$ cat config.mk
export PLATFORM = sky130hd
export DESIGN_NAME = score_digit_ctrl
export DESIGN_NICKNAME = d
export VERILOG_FILES = /design/src/rtl/display_pkg.sv /design/src/rtl/bin2bcd_serial.sv /design/src/rtl/score_digit_ctrl.sv
export SDC_FILE = /design/constraint.sdc
export NUM_CORES = 1
export LEC_CHECK = 0
export ABC_AREA = 1
export BUFFER_PORTS_ARGS = -buffer_cell sky130_fd_sc_hd__buf_2
export CAP_MARGIN = 20
export CORE_UTILIZATION = 35
export CTS_CLUSTER_SIZE = 10
export DETAILED_ROUTE_END_ITERATION = 8
export PLACE_DENSITY = 0.61
export SETUP_SLACK_MARGIN = 0.3
export SYNTH_ARGS = -nofsm -noshare
export SYNTH_HDL_FRONTEND = slang
export SYNTH_SLANG_ARGS = --single-unit
$ cat constraint.sdc
create_clock -name clk -period 1.7 [get_ports clk]
set_input_delay 0.085 -clock clk [delete_from_list [all_inputs] [get_ports clk]]
set_output_delay 0.085 -clock clk [all_outputs]
set_load 0.005 [all_outputs]
$ cat src/rtl/display_pkg.sv
// Shared constants and types for the VGA overlay digit path.
package display_pkg;

  // Digit code the 7-segment renderer draws as background (digit off).
  localparam logic [3:0] DIGIT_BLANK = 4'hF;

  // Visible area of the 640x480 timing; vertical blanking starts at line 480.
  localparam int H_ACTIVE        = 640;
  localparam int V_ACTIVE        = 480;
  localparam int VBLANK_LINE_DEF = V_ACTIVE;

  // Controller sequencing states.
  typedef enum logic [2:0] {
    ST_IDLE    = 3'd0,
    ST_CONV    = 3'd1,
    ST_FMT     = 3'd2,
    ST_WAIT_VB = 3'd3,
    ST_COMMIT  = 3'd4
  } state_t;

  // Double-dabble correction: a BCD nibble of 5 or more gets +3 before the shift.
  function automatic logic [3:0] add3(input logic [3:0] n);
    return (n >= 4'd5) ? (n + 4'd3) : n;
  endfunction

endpackage

$ cat src/rtl/bin2bcd_serial.sv
// Serial binary-to-BCD converter (shift-add-3), one input bit per clock.
// A start pulse loads the operand; BIN_W shift steps follow. done is high
// during the cycle of the final shift, so bcd holds the result from the
// next cycle onward and keeps it until the next start.
module bin2bcd_serial
  import display_pkg::*;
#(
  parameter int BIN_W = 14,
  parameter int BCD_W = 20
) (
  input  logic             clk,
  input  logic             rst,
  input  logic             start,
  input  logic [BIN_W-1:0] bin,
  output logic             done,
  output logic [BCD_W-1:0] bcd
);

  localparam int NNIB  = BCD_W / 4;
  localparam int CNT_W = $clog2(BIN_W + 1);

  logic [BIN_W-1:0] shreg_q, shreg_d;
  logic [BCD_W-1:0] bcd_q, bcd_d;
  logic [CNT_W-1:0] cnt_q, cnt_d;
  logic [BCD_W-1:0] adj;

  // Add-3 correction applied to every nibble of the accumulator.
  always_comb begin
    adj = '0;
    for (int i = 0; i < NNIB; i++) begin
      adj[4*i +: 4] = add3(bcd_q[4*i +: 4]);
    end
  end

  // Load on start, otherwise shift {bcd, shreg} left while bits remain.
  always_comb begin
    shreg_d = shreg_q;
    bcd_d   = bcd_q;
    cnt_d   = cnt_q;
    if (start) begin
      shreg_d = bin;
      bcd_d   = '0;
      cnt_d   = CNT_W'(BIN_W);
    end else if (cnt_q != '0) begin
      bcd_d   = {adj[BCD_W-2:0], shreg_q[BIN_W-1]};
      shreg_d = shreg_q << 1;
      cnt_d   = cnt_q - CNT_W'(1);
    end
  end

  // Converter state registers.
  always_ff @(posedge clk) begin
    if (rst) begin
      shreg_q <= '0;
      bcd_q   <= '0;
      cnt_q   <= '0;
    end else begin
      shreg_q <= shreg_d;
      bcd_q   <= bcd_d;
      cnt_q   <= cnt_d;
    end
  end

  assign done = (cnt_q == CNT_W'(1));
  assign bcd  = bcd_q;

endmodule

$ cat src/rtl/score_digit_ctrl.sv
// Score digit controller: converts a binary score to BCD, saturates and
// blanks leading zeros, then commits the digit codes at the start of
// vertical blanking so one frame never shows a half-updated number.
//
// Handshake: load is a single-cycle strobe with no ready; it is always
// accepted. While busy, a load lands in a one-deep pending slot (last
// wins) and is converted after the current commit. commit pulses for the
// one cycle in which digit_vals takes the new value at its closing edge.
module score_digit_ctrl
  import display_pkg::*;
#(
  parameter int NDIGITS     = 4,
  parameter int BIN_W       = 14,
  parameter int LZB         = 1,
  parameter int VBLANK_LINE = VBLANK_LINE_DEF
) (
  input  logic                 clk,
  input  logic                 rst,
  input  logic [9:0]           hc,
  input  logic [9:0]           vc,
  input  logic                 load,
  input  logic [BIN_W-1:0]     bin_val,
  output logic                 busy,
  output logic [4*NDIGITS-1:0] digit_vals,
  output logic                 commit,
  output state_t               dbg_state
);

  localparam int                   DV_W    = 4 * NDIGITS;
  localparam int                   BCD_W   = 4 * (NDIGITS + 1);
  localparam longint unsigned      MAX_VAL = longint'(10 ** NDIGITS) - 1;
  localparam logic [DV_W-1:0]      ALL_9S  = {NDIGITS{4'h9}};

  // Power-up digit pattern: a single "0" (blanked above) or all zeros.
  function automatic logic [DV_W-1:0] reset_digits();
    logic [DV_W-1:0] r;
    r = '0;
    for (int i = 1; i < NDIGITS; i++) begin
      r[4*i +: 4] = (LZB != 0) ? DIGIT_BLANK : 4'h0;
    end
    return r;
  endfunction

  localparam logic [DV_W-1:0] RST_DIGITS = reset_digits();

  state_t             state_q, state_d;
  logic               pend_q, pend_d;
  logic [BIN_W-1:0]   pend_val_q, pend_val_d;
  logic [BIN_W-1:0]   cur_q, cur_d;
  logic [DV_W-1:0]    stage_q, stage_d;
  logic [DV_W-1:0]    dv_q, dv_d;

  logic               conv_start;
  logic [BIN_W-1:0]   conv_bin;
  logic               conv_done;
  logic [BCD_W-1:0]   bcd;

  logic               win;
  logic               sat;
  logic               lead;
  logic [DV_W-1:0]    fmt_val;

  bin2bcd_serial #(
    .BIN_W (BIN_W),
    .BCD_W (BCD_W)
  ) u_bin2bcd (
    .clk   (clk),
    .rst   (rst),
    .start (conv_start),
    .bin   (conv_bin),
    .done  (conv_done),
    .bcd   (bcd)
  );

  // The commit window is exactly one pixel clock: first pixel of the blanking line.
  assign win = (hc == 10'd0) && (vc == 10'(VBLANK_LINE));

  // Saturate out-of-range values to all 9s, then blank leading zeros above digit0.
  always_comb begin
    sat  = (64'(cur_q) > MAX_VAL);
    if (bcd[4*NDIGITS +: 4] != 4'h0) begin
      sat = 1'b1;
    end
    fmt_val = sat ? ALL_9S : bcd[DV_W-1:0];
    lead    = 1'b1;
    if (LZB != 0) begin
      for (int i = NDIGITS - 1; i >= 1; i--) begin
        if (lead && (fmt_val[4*i +: 4] == 4'h0)) begin
          fmt_val[4*i +: 4] = DIGIT_BLANK;
        end else begin
          lead = 1'b0;
        end
      end
    end
  end

  // Sequencing FSM with the pending-load slot and the commit of staged digits.
  always_comb begin
    state_d    = state_q;
    pend_d     = pend_q;
    pend_val_d = pend_val_q;
    cur_d      = cur_q;
    stage_d    = stage_q;
    dv_d       = dv_q;
    conv_start = 1'b0;
    conv_bin   = bin_val;

    unique case (state_q)
      ST_IDLE: begin
        if (load) begin
          conv_start = 1'b1;
          conv_bin   = bin_val;
          cur_d      = bin_val;
          state_d    = ST_CONV;
        end
      end

      ST_CONV: begin
        if (load) begin
          pend_d     = 1'b1;
          pend_val_d = bin_val;
        end
        if (conv_done) begin
          state_d = ST_FMT;
        end
      end

      ST_FMT: begin
        if (load) begin
          pend_d     = 1'b1;
          pend_val_d = bin_val;
        end
        stage_d = fmt_val;
        state_d = ST_WAIT_VB;
      end

      ST_WAIT_VB: begin
        if (load) begin
          pend_d     = 1'b1;
          pend_val_d = bin_val;
        end
        if (win) begin
          state_d = ST_COMMIT;
        end
      end

      ST_COMMIT: begin
        dv_d = stage_q;
        // A load arriving now is newer than anything pending, so it wins.
        if (load || pend_q) begin
          conv_start = 1'b1;
          conv_bin   = load ? bin_val : pend_val_q;
          cur_d      = conv_bin;
          pend_d     = 1'b0;
          state_d    = ST_CONV;
        end else begin
          state_d = ST_IDLE;
        end
      end

      default: begin
        state_d = ST_IDLE;
      end
    endcase
  end

  // Controller registers; reset drops any conversion and pending value.
  always_ff @(posedge clk) begin
    if (rst) begin
      state_q    <= ST_IDLE;
      pend_q     <= 1'b0;
      pend_val_q <= '0;
      cur_q      <= '0;
      stage_q    <= RST_DIGITS;
      dv_q       <= RST_DIGITS;
    end else begin
      state_q    <= state_d;
      pend_q     <= pend_d;
      pend_val_q <= pend_val_d;
      cur_q      <= cur_d;
      stage_q    <= stage_d;
      dv_q       <= dv_d;
    end
  end

  assign busy       = (state_q != ST_IDLE);
  assign commit     = (state_q == ST_COMMIT);
  assign digit_vals = dv_q;
  assign dbg_state  = state_q;

endmodule

==> results of run 1 <==
==> power by group through the flow <==
stage	clock network (mW)	registers, mW	logic (mW)
6_report	1.92	3.13	3.32
5_1_grt	2.07	3.19	3.73
4_1_cts	1.96	3.11	2.87
3_5_place_dp	0	3.14	2.66
3_3_place_gp	0	3.12	2.60
2_1_floorplan	0	3.07	2.06
==> cells in the final DEF (no fill, tap or decap), types with 2 or more instances in the layout <==
| cell | n |
|---|---|
| a31oi_1 | 8 |
| mux2i_1 | 8 |
| nor2_2 | 5 |
| a211oi_1 | 11 |
| buf_8 | 3 |
| o21ai_0 | 41 |
| buf_12 | 3 |
| o21ai_2 | 4 |
| a21oi_1 | 46 |
| dfxtp_1 | 89 |
| a21oi_2 | 4 |
| nor2_1 | 68 |
| or2_2 | 7 |
| buf_6 | 4 |
| inv_4 | 2 |
| ha_1 | 9 |
| nand3_1 | 27 |
| inv_1 | 69 |
| nor3_1 | 6 |
| buf_2 | 57 |
| clkbuf_8 | 2 |
| nand3_2 | 7 |
| clkinvlp_4 | 4 |
| buf_4 | 25 |
| clkbuf_16 | 10 |
| nand2_1 | 123 |
| nand2_4 | 3 |
| nor2_4 | 7 |
| nand2_2 | 9 |
| xor2_1 | 5 |
| nand3b_1 | 2 |
| o211ai_1 | 14 |
| o21ai_1 | 20 |
| inv_2 | 5 |
| dfxtp_2 | 8 |
==> sequential cells by signal (all words and copies together), names as in the netlist <==
name               count
cur_q                 10
pend_val_q            14
stage_q               16
pend_q                 1
digit_vals            16
u_bin2bcd.bcd         20
dbg_state              3
u_bin2bcd.shreg_q     14
u_bin2bcd.cnt_q        4
==> layout make-up <==
type	instances	area share, %
clock inverter	4	0.471
inverter	79	5.44
timing repair buffer	93	11.1
tap	172	3.68
multi-input combinational	442	41.2
sequential	98	33.8
clock buffer	11	4.33
==> synth_stat cells <==
cell type	count
nor2_2	1
nor2_1	77
clkbuf_1	17
nand3_1	35
o31ai_1	1
buf_6	2
or2_2	7
buf_2	10
nand3b_1	2
buf_4	2
nor2_4	2
dfxtp_1	98
o21ai_1	6
a21oi_1	50
o21ai_0	59
xor2_1	5
o211ai_1	14
nor3b_1	2
mux2i_1	8
nand2_1	134
a211oi_1	11
nand4_1	1
a31oi_1	8
nor3_1	6
inv_2	3
nand2_4	1
ha_1	11
clkinv_1	3
buf_1	1
o21ai_4	1
inv_1	73
==> worst max-delay path, cell delays in order, from the launching register on <==
cell and delay, ns:
dfxtp_2 0.33, inv_2 0.08, ha_4 0.12, nor3b_4 0.28, nand3_2 0.19, nor2_4 0.21, nand3_2 0.12, nand2_1 0.09
nand2_1 0.05, nand2_1 0.05
==> routing by layer <==
layer / global-route usage (%) / share of wire (%)
met4: 6.24 / 0.60
met3: 3.14 / 3.7
met1: 21.0 / 48
met5: 0 / 0
met2: 27.1 / 47
==> timing repair <==
action                                  CTS  global route
hold buffers                              0             0
resized for setup                        29            68
gates cloned                              0             1
buffers inserted                          6             9
pin swaps                                10            17
endpoints found under the setup margin   78            64
==> kinds of logic after synthesis <==
| group | after synthesis |
|---|---|
| XOR/XNOR | 5 |
| buffers and inverters | 111 |
| AO/OA/AOI/OAI | 150 |
| adder cells (fa/ha/maj) | 11 |
| multiplexers | 8 |
| AND/OR/NAND/NOR | 268 |
| flip-flops | 98 |
==> worst paths after layout <==
check                     from              to  slack [ns]  cells after the start
min                 bin_val[2]   pend_val_q[2]        0.05                      3
max reg2reg  u_bin2bcd.bcd[16]      stage_q[7]        0.13                      9
max          u_bin2bcd.bcd[16]      stage_q[7]        0.13                      9
min reg2reg        stage_q[10]  digit_vals[10]        0.45                      2
==> run summary, run 1 <==
Outcome -> complete, no violations
Synthesis Warnings -> 0
Worst EP arrival -> 1.85 ns
P&R area growth vs syn -> 26.2%
Yosys cell types -> 31
Data required time of the worst path -> 1.98 ns
CTS Buf Count -> 9
Num ports -> 58
Synth top area cells -> dfxtp_1, nand2_1, o21ai_0
Switching power total -> 3.17 mW
Setup Skew -> 0.00341 ns
Via count -> 4322
Switching share of power -> 37.9%
GRT Overall Usage -> 16.3%
Final setup margin -> 0.131 ns
Slew headroom -> 72.5%
Drc violations -> 0
Fmax -> 0.638 GHz
Cell Pwr Density -> 1430 mW/mm2
Unrepaired setup endpoints after global routing -> yes
Post-Synthesis Cells -> 651
Max Fanout on Critical Path -> 4
Fin. max-slew vios -> 0
Fin. Hold Viols -> 0
#FFs+latches synth -> 98
Via/cell ratio -> 4.81
Vias in the first global route -> 3830
Tcrit/Tclk final -> 92.3%
Nets@finish -> 771
Final core occ -> 45.7%
Compound-Gate Fraction of Synth Area -> 18.1%
Post-synthesis adder-cell area fraction -> 2.97%
Clock latency on the worst-skew pair -> 0.34 ns
Max-Cap Viols -> 0
Placed cell area -> 0.00517 mm2
# diodes -> 0
Multi-input logic area -> 0.00240 mm2
Number of port buffers -> 57
Worst setup SP type -> flip-flop
Hold Path Class -> in -> reg
Initial antenna violation count -> 0
Pwr Total -> 8.36 mW
Worst-path clk slew -> 0.07 ns
Sequential Area -> 0.00198 mm2
Die X-Extent -> 117 um
Grt ovf -> 0
Critical path class -> reg -> reg
Clock period minus worst slack -> 1.57 ns
Slew at the pin with the worst max-slew slack -> 0.413 ns
P_leak -> 2.71 nW
Worst hold slack -> 0.0467 ns
Initial Util -> 36.2%
Mux contribution to synthesized area -> 1.73%
Clock Sink Count -> 98
Inst Count DP -> 868
Cell internal pwr -> 5.19 mW
Cell Rows -> 41
1st-pass router iterations -> 5
Synth Cell Area -> 0.00463 mm2
Clk network pwr share -> 22.9%
Sequential share of power -> 37.4%
Setup TNS -> 0 ns
Setup-failing EPs final -> 0
Mapped Avg Cell Area -> 7.11 um2
Simple-gate share of the synthesized area -> 24.1%
Total Wirelength -> 10900 um
Max VDD drop -> 475 uV
Max Root-Sink Buffers -> 2
Dpl hpwl -> 7490 um
Antenna Nets Post-Route -> 0
First-pass GRT wire length -> 17500 um
Core Area -> 0.0128 mm2
Non-filler cells in the finished layout -> 899
Combinational power share -> 39.7%
XOR/XNOR Fraction of Synth Area -> 0.946%
Largest net degree at the start of global routing -> 44
Post-Syn Nets -> 699
Largest family of logic cells by synthesized area -> simple AND/OR/NAND/NOR gates
Synth top area share -> 42.4%
Fin area -> 0.00584 mm2
CTS tree -> yes
Die ar. -> 0.0137 mm2
WL/cell -> 12.2 um
Fillcell total -> 1280
DIE HEIGHT -> 117 um
DRT iter0 DRCs -> 256
Seq/Total Area, Yosys -> 42.4%
RD Place Congestion -> 0.818
Htree depth -> 3
CTS Root Cell -> clkbuf_16
Layout cells sized above 1 -> 24.3%
Area leader, netlist -> dfxtp_1
Critical Path Sink Type -> flip-flop
DP Worst Slack -> 0.0679 ns
Power figures use the tool's default switching activity.
==> run 2, diff against run 1 <==
==> constraint.sdc (replaced) <==
create_clock -name clk -period 1.7 [get_ports clk]
set_input_delay 0.255 -clock clk [delete_from_list [all_inputs] [get_ports clk]]
set_output_delay 0.255 -clock clk [all_outputs]
set_load 0.005 [all_outputs]
==> run 2 against run 1 <==
Net effect:
- sequential power about the same
- final cell count up 1.9%
- count of clock-buffer cells in the layout fell by 1
- largest cell class unchanged
- critical path depth decreased by 1
- final area is 6.6% higher
- non-clock buffer count up 16
- global-route usage is 0.87 points higher
- register-to-register slack barely moved
- sequential share of layout area is 2.2 points lower
- total power increased by 5.0%
- largest power group unchanged
==> run summary, run 2 (synthesized netlist as in run 1, its figures left out) <==
Clock Sink Count -> 98 (unchanged)
Max reg flops -> 20 (unchanged)
Antenna Nets Post-Route -> 0 (unchanged)
Die ar. -> 0.0137 mm2 (unchanged)
Clock latency on the worst-skew pair -> 0.34 ns (about the same)
Commonest non-fill, non-tap cells in the layout -> nand2_1, dfxtp_1, nor2_1
Fmax -> 0.638 GHz (about the same)
Htree depth -> 3 (unchanged)
FF-to-FF End -> stage_q[12]
Slew headroom -> 69.0% (-3.5 points)
WL/cell -> 13.3 um (+9.2%)
Pwr Total -> 8.78 mW (+5.0%)
DIE HEIGHT -> 117 um (unchanged)
Nets@finish -> 788 (+2.2%)
Non-filler cells in the finished layout -> 916 (+1.9%)
Grt ovf -> 0 (unchanged)
Max-Cap Viols -> 0 (unchanged)
Die X-Extent -> 117 um (unchanged)
Inst Count DP -> 872 (+0.46%)
RD Place Congestion -> 0.801 (-2.1%)
Core Area -> 0.0128 mm2 (unchanged)
Max VDD drop -> 504 uV (+6.0%)
Fillcell total -> 1209 (-5.5%)
Fin. max-slew vios -> 0 (unchanged)
Hold Path Class -> in -> reg
Initial antenna violation count -> 0 (unchanged)
Critical Path Sink Type -> flip-flop
Slew at the pin with the worst max-slew slack -> 0.465 ns (+0.0521 ns)
P_leak -> 2.90 nW (+7.0%)
Max Root-Sink Buffers -> 2 (unchanged)
1st-pass router iterations -> 5 (unchanged)
Data required time of the worst path -> 1.97 ns (about the same)
Unrepaired setup endpoints after global routing -> yes
Placed cell area -> 0.00519 mm2 (+0.44%)
Tcrit/Tclk final -> 92.2% (about the same)
Worst-path clk slew -> 0.06 ns (about the same)
GRT Overall Usage -> 17.2% (+0.87 points)
# diodes -> 0 (unchanged)
Commonest non-fill, non-tap cell in the layout -> nand2_1
First-pass GRT wire length -> 18300 um (+4.1%)
Largest net degree at the start of global routing -> 38 (-14%)
Worst r2r path cells -> 8 (-1)
Clock period minus worst slack -> 1.57 ns (-0.000668 ns)
CTS tree -> yes
Number of port buffers -> 57 (unchanged)
Fin area -> 0.00623 mm2 (+6.6%)
Dpl hpwl -> 7710 um (+2.9%)
P&R area growth vs syn -> 34.6%
Cell count of the worst hold path -> 3 (unchanged)
Via count -> 4476 (+3.6%)
RR Startpoint -> u_bin2bcd.bcd[16]
Setup Skew -> 0.00638 ns (+0.00297 ns)
Setup-failing EPs final -> 0 (unchanged)
Num ports -> 58 (unchanged)
Drc violations -> 0 (unchanged)
Initial Util -> 36.2% (unchanged)
Hold worst-path end -> pend_val_q[9]
Final core occ -> 48.8% (+3.0 points)
Hold buffer count at cts -> 0 (unchanged)
Sequential Area -> 0.00197 mm2 (-0.32%)
Reg-to-reg slack, setup -> 0.13 ns (about the same)
Setup TNS -> 0 ns (unchanged)
Layout cells sized above 1 -> 30.0% (+5.6 points)
Via/cell ratio -> 4.89 (+1.6%)
Worst setup SP type -> flip-flop
CTS Buf Count -> 9 (unchanged)
CTS Root Cell -> clkbuf_16
Fin. Hold Viols -> 0 (unchanged)
Multi-input logic area -> 0.00261 mm2 (+8.4%)
Critical path class -> reg -> reg
DRT iter0 DRCs -> 208 (-19%)
Cell Pwr Density -> 1410 mW/mm2 (-1.6%)
Cell Rows -> 41 (unchanged)
Max Fanout on Critical Path -> 4 (unchanged)
Worst EP arrival -> 1.84 ns (about the same)
Hold Crit Start -> bin_val[9]
Outcome -> complete, no violations
Vias in the first global route -> 3987 (+4.1%)
Total Wirelength -> 12200 um (+11%)
## run 2: how the worst max path moves through the flow
stage,startpoint,to,slack (ns),cells past startpoint
after floorplan,dbg_state[1],u_bin2bcd.shreg_q[10],0.28,9
after global placement,load,u_bin2bcd.shreg_q[6],0.06,11
after detailed placement,load,u_bin2bcd.shreg_q[6],0.04,11
after CTS,dbg_state[0],u_bin2bcd.shreg_q[13],0.18,9
after global routing,u_bin2bcd.bcd[17],stage_q[6],0.04,9
final,u_bin2bcd.bcd[16],stage_q[12],0.13,8
## run 2: per-stage QoR
step                      setup slack (ns)  hold WS (ns)
after floorplan                      0.277         0.421
after global placement              0.0600         0.441
after detailed placement            0.0431         0.450
after CTS                            0.184         0.207
after global routing                0.0364         0.224
final                                0.132         0.214
## run 2: worst max-delay path: stages, from the launching register on
cell     delay [ns]
dfxtp_2        0.32
inv_2          0.07
ha_4           0.12
nor3b_4        0.32
nand3_2        0.18
buf_4          0.18
o21ai_4        0.13
nor2_1         0.05
o21ai_0        0.12
## run 2: timing repair
item	CTS	global route
setup endpoints to repair	58	68
buffers inserted	12	10
hold endpoints to repair	0	0
pin swaps	12	13
gates resized for setup	57	84
cloned	2	5
## run 2: cell type report
class | instances | area share, %
tap | 172 | 3.45
timing repair buffer | 109 | 13.7
clock inverter | 5 | 0.522
inverter | 79 | 5.12
timing repair inverter | 1 | 0.0803
clock buffer | 10 | 3.68
multi-input combinational | 442 | 41.9
sequential | 98 | 31.6
## run 2: layer usage
layer  share of wire, %  track usage (%)  vias to the layer above
met3                3.4             2.63                       14
met2                 50             29.5                      104
li1                   -                -                     2295
met1                 45             21.3                     2063
met4                1.5             7.59                        0
met5                  0                0                        -
## run 2: where the power goes
group / internal (mW) / switching [mW]
Sequential: 2.79 / 0.360
Clock: 0.979 / 0.859
Combinational: 1.56 / 2.23
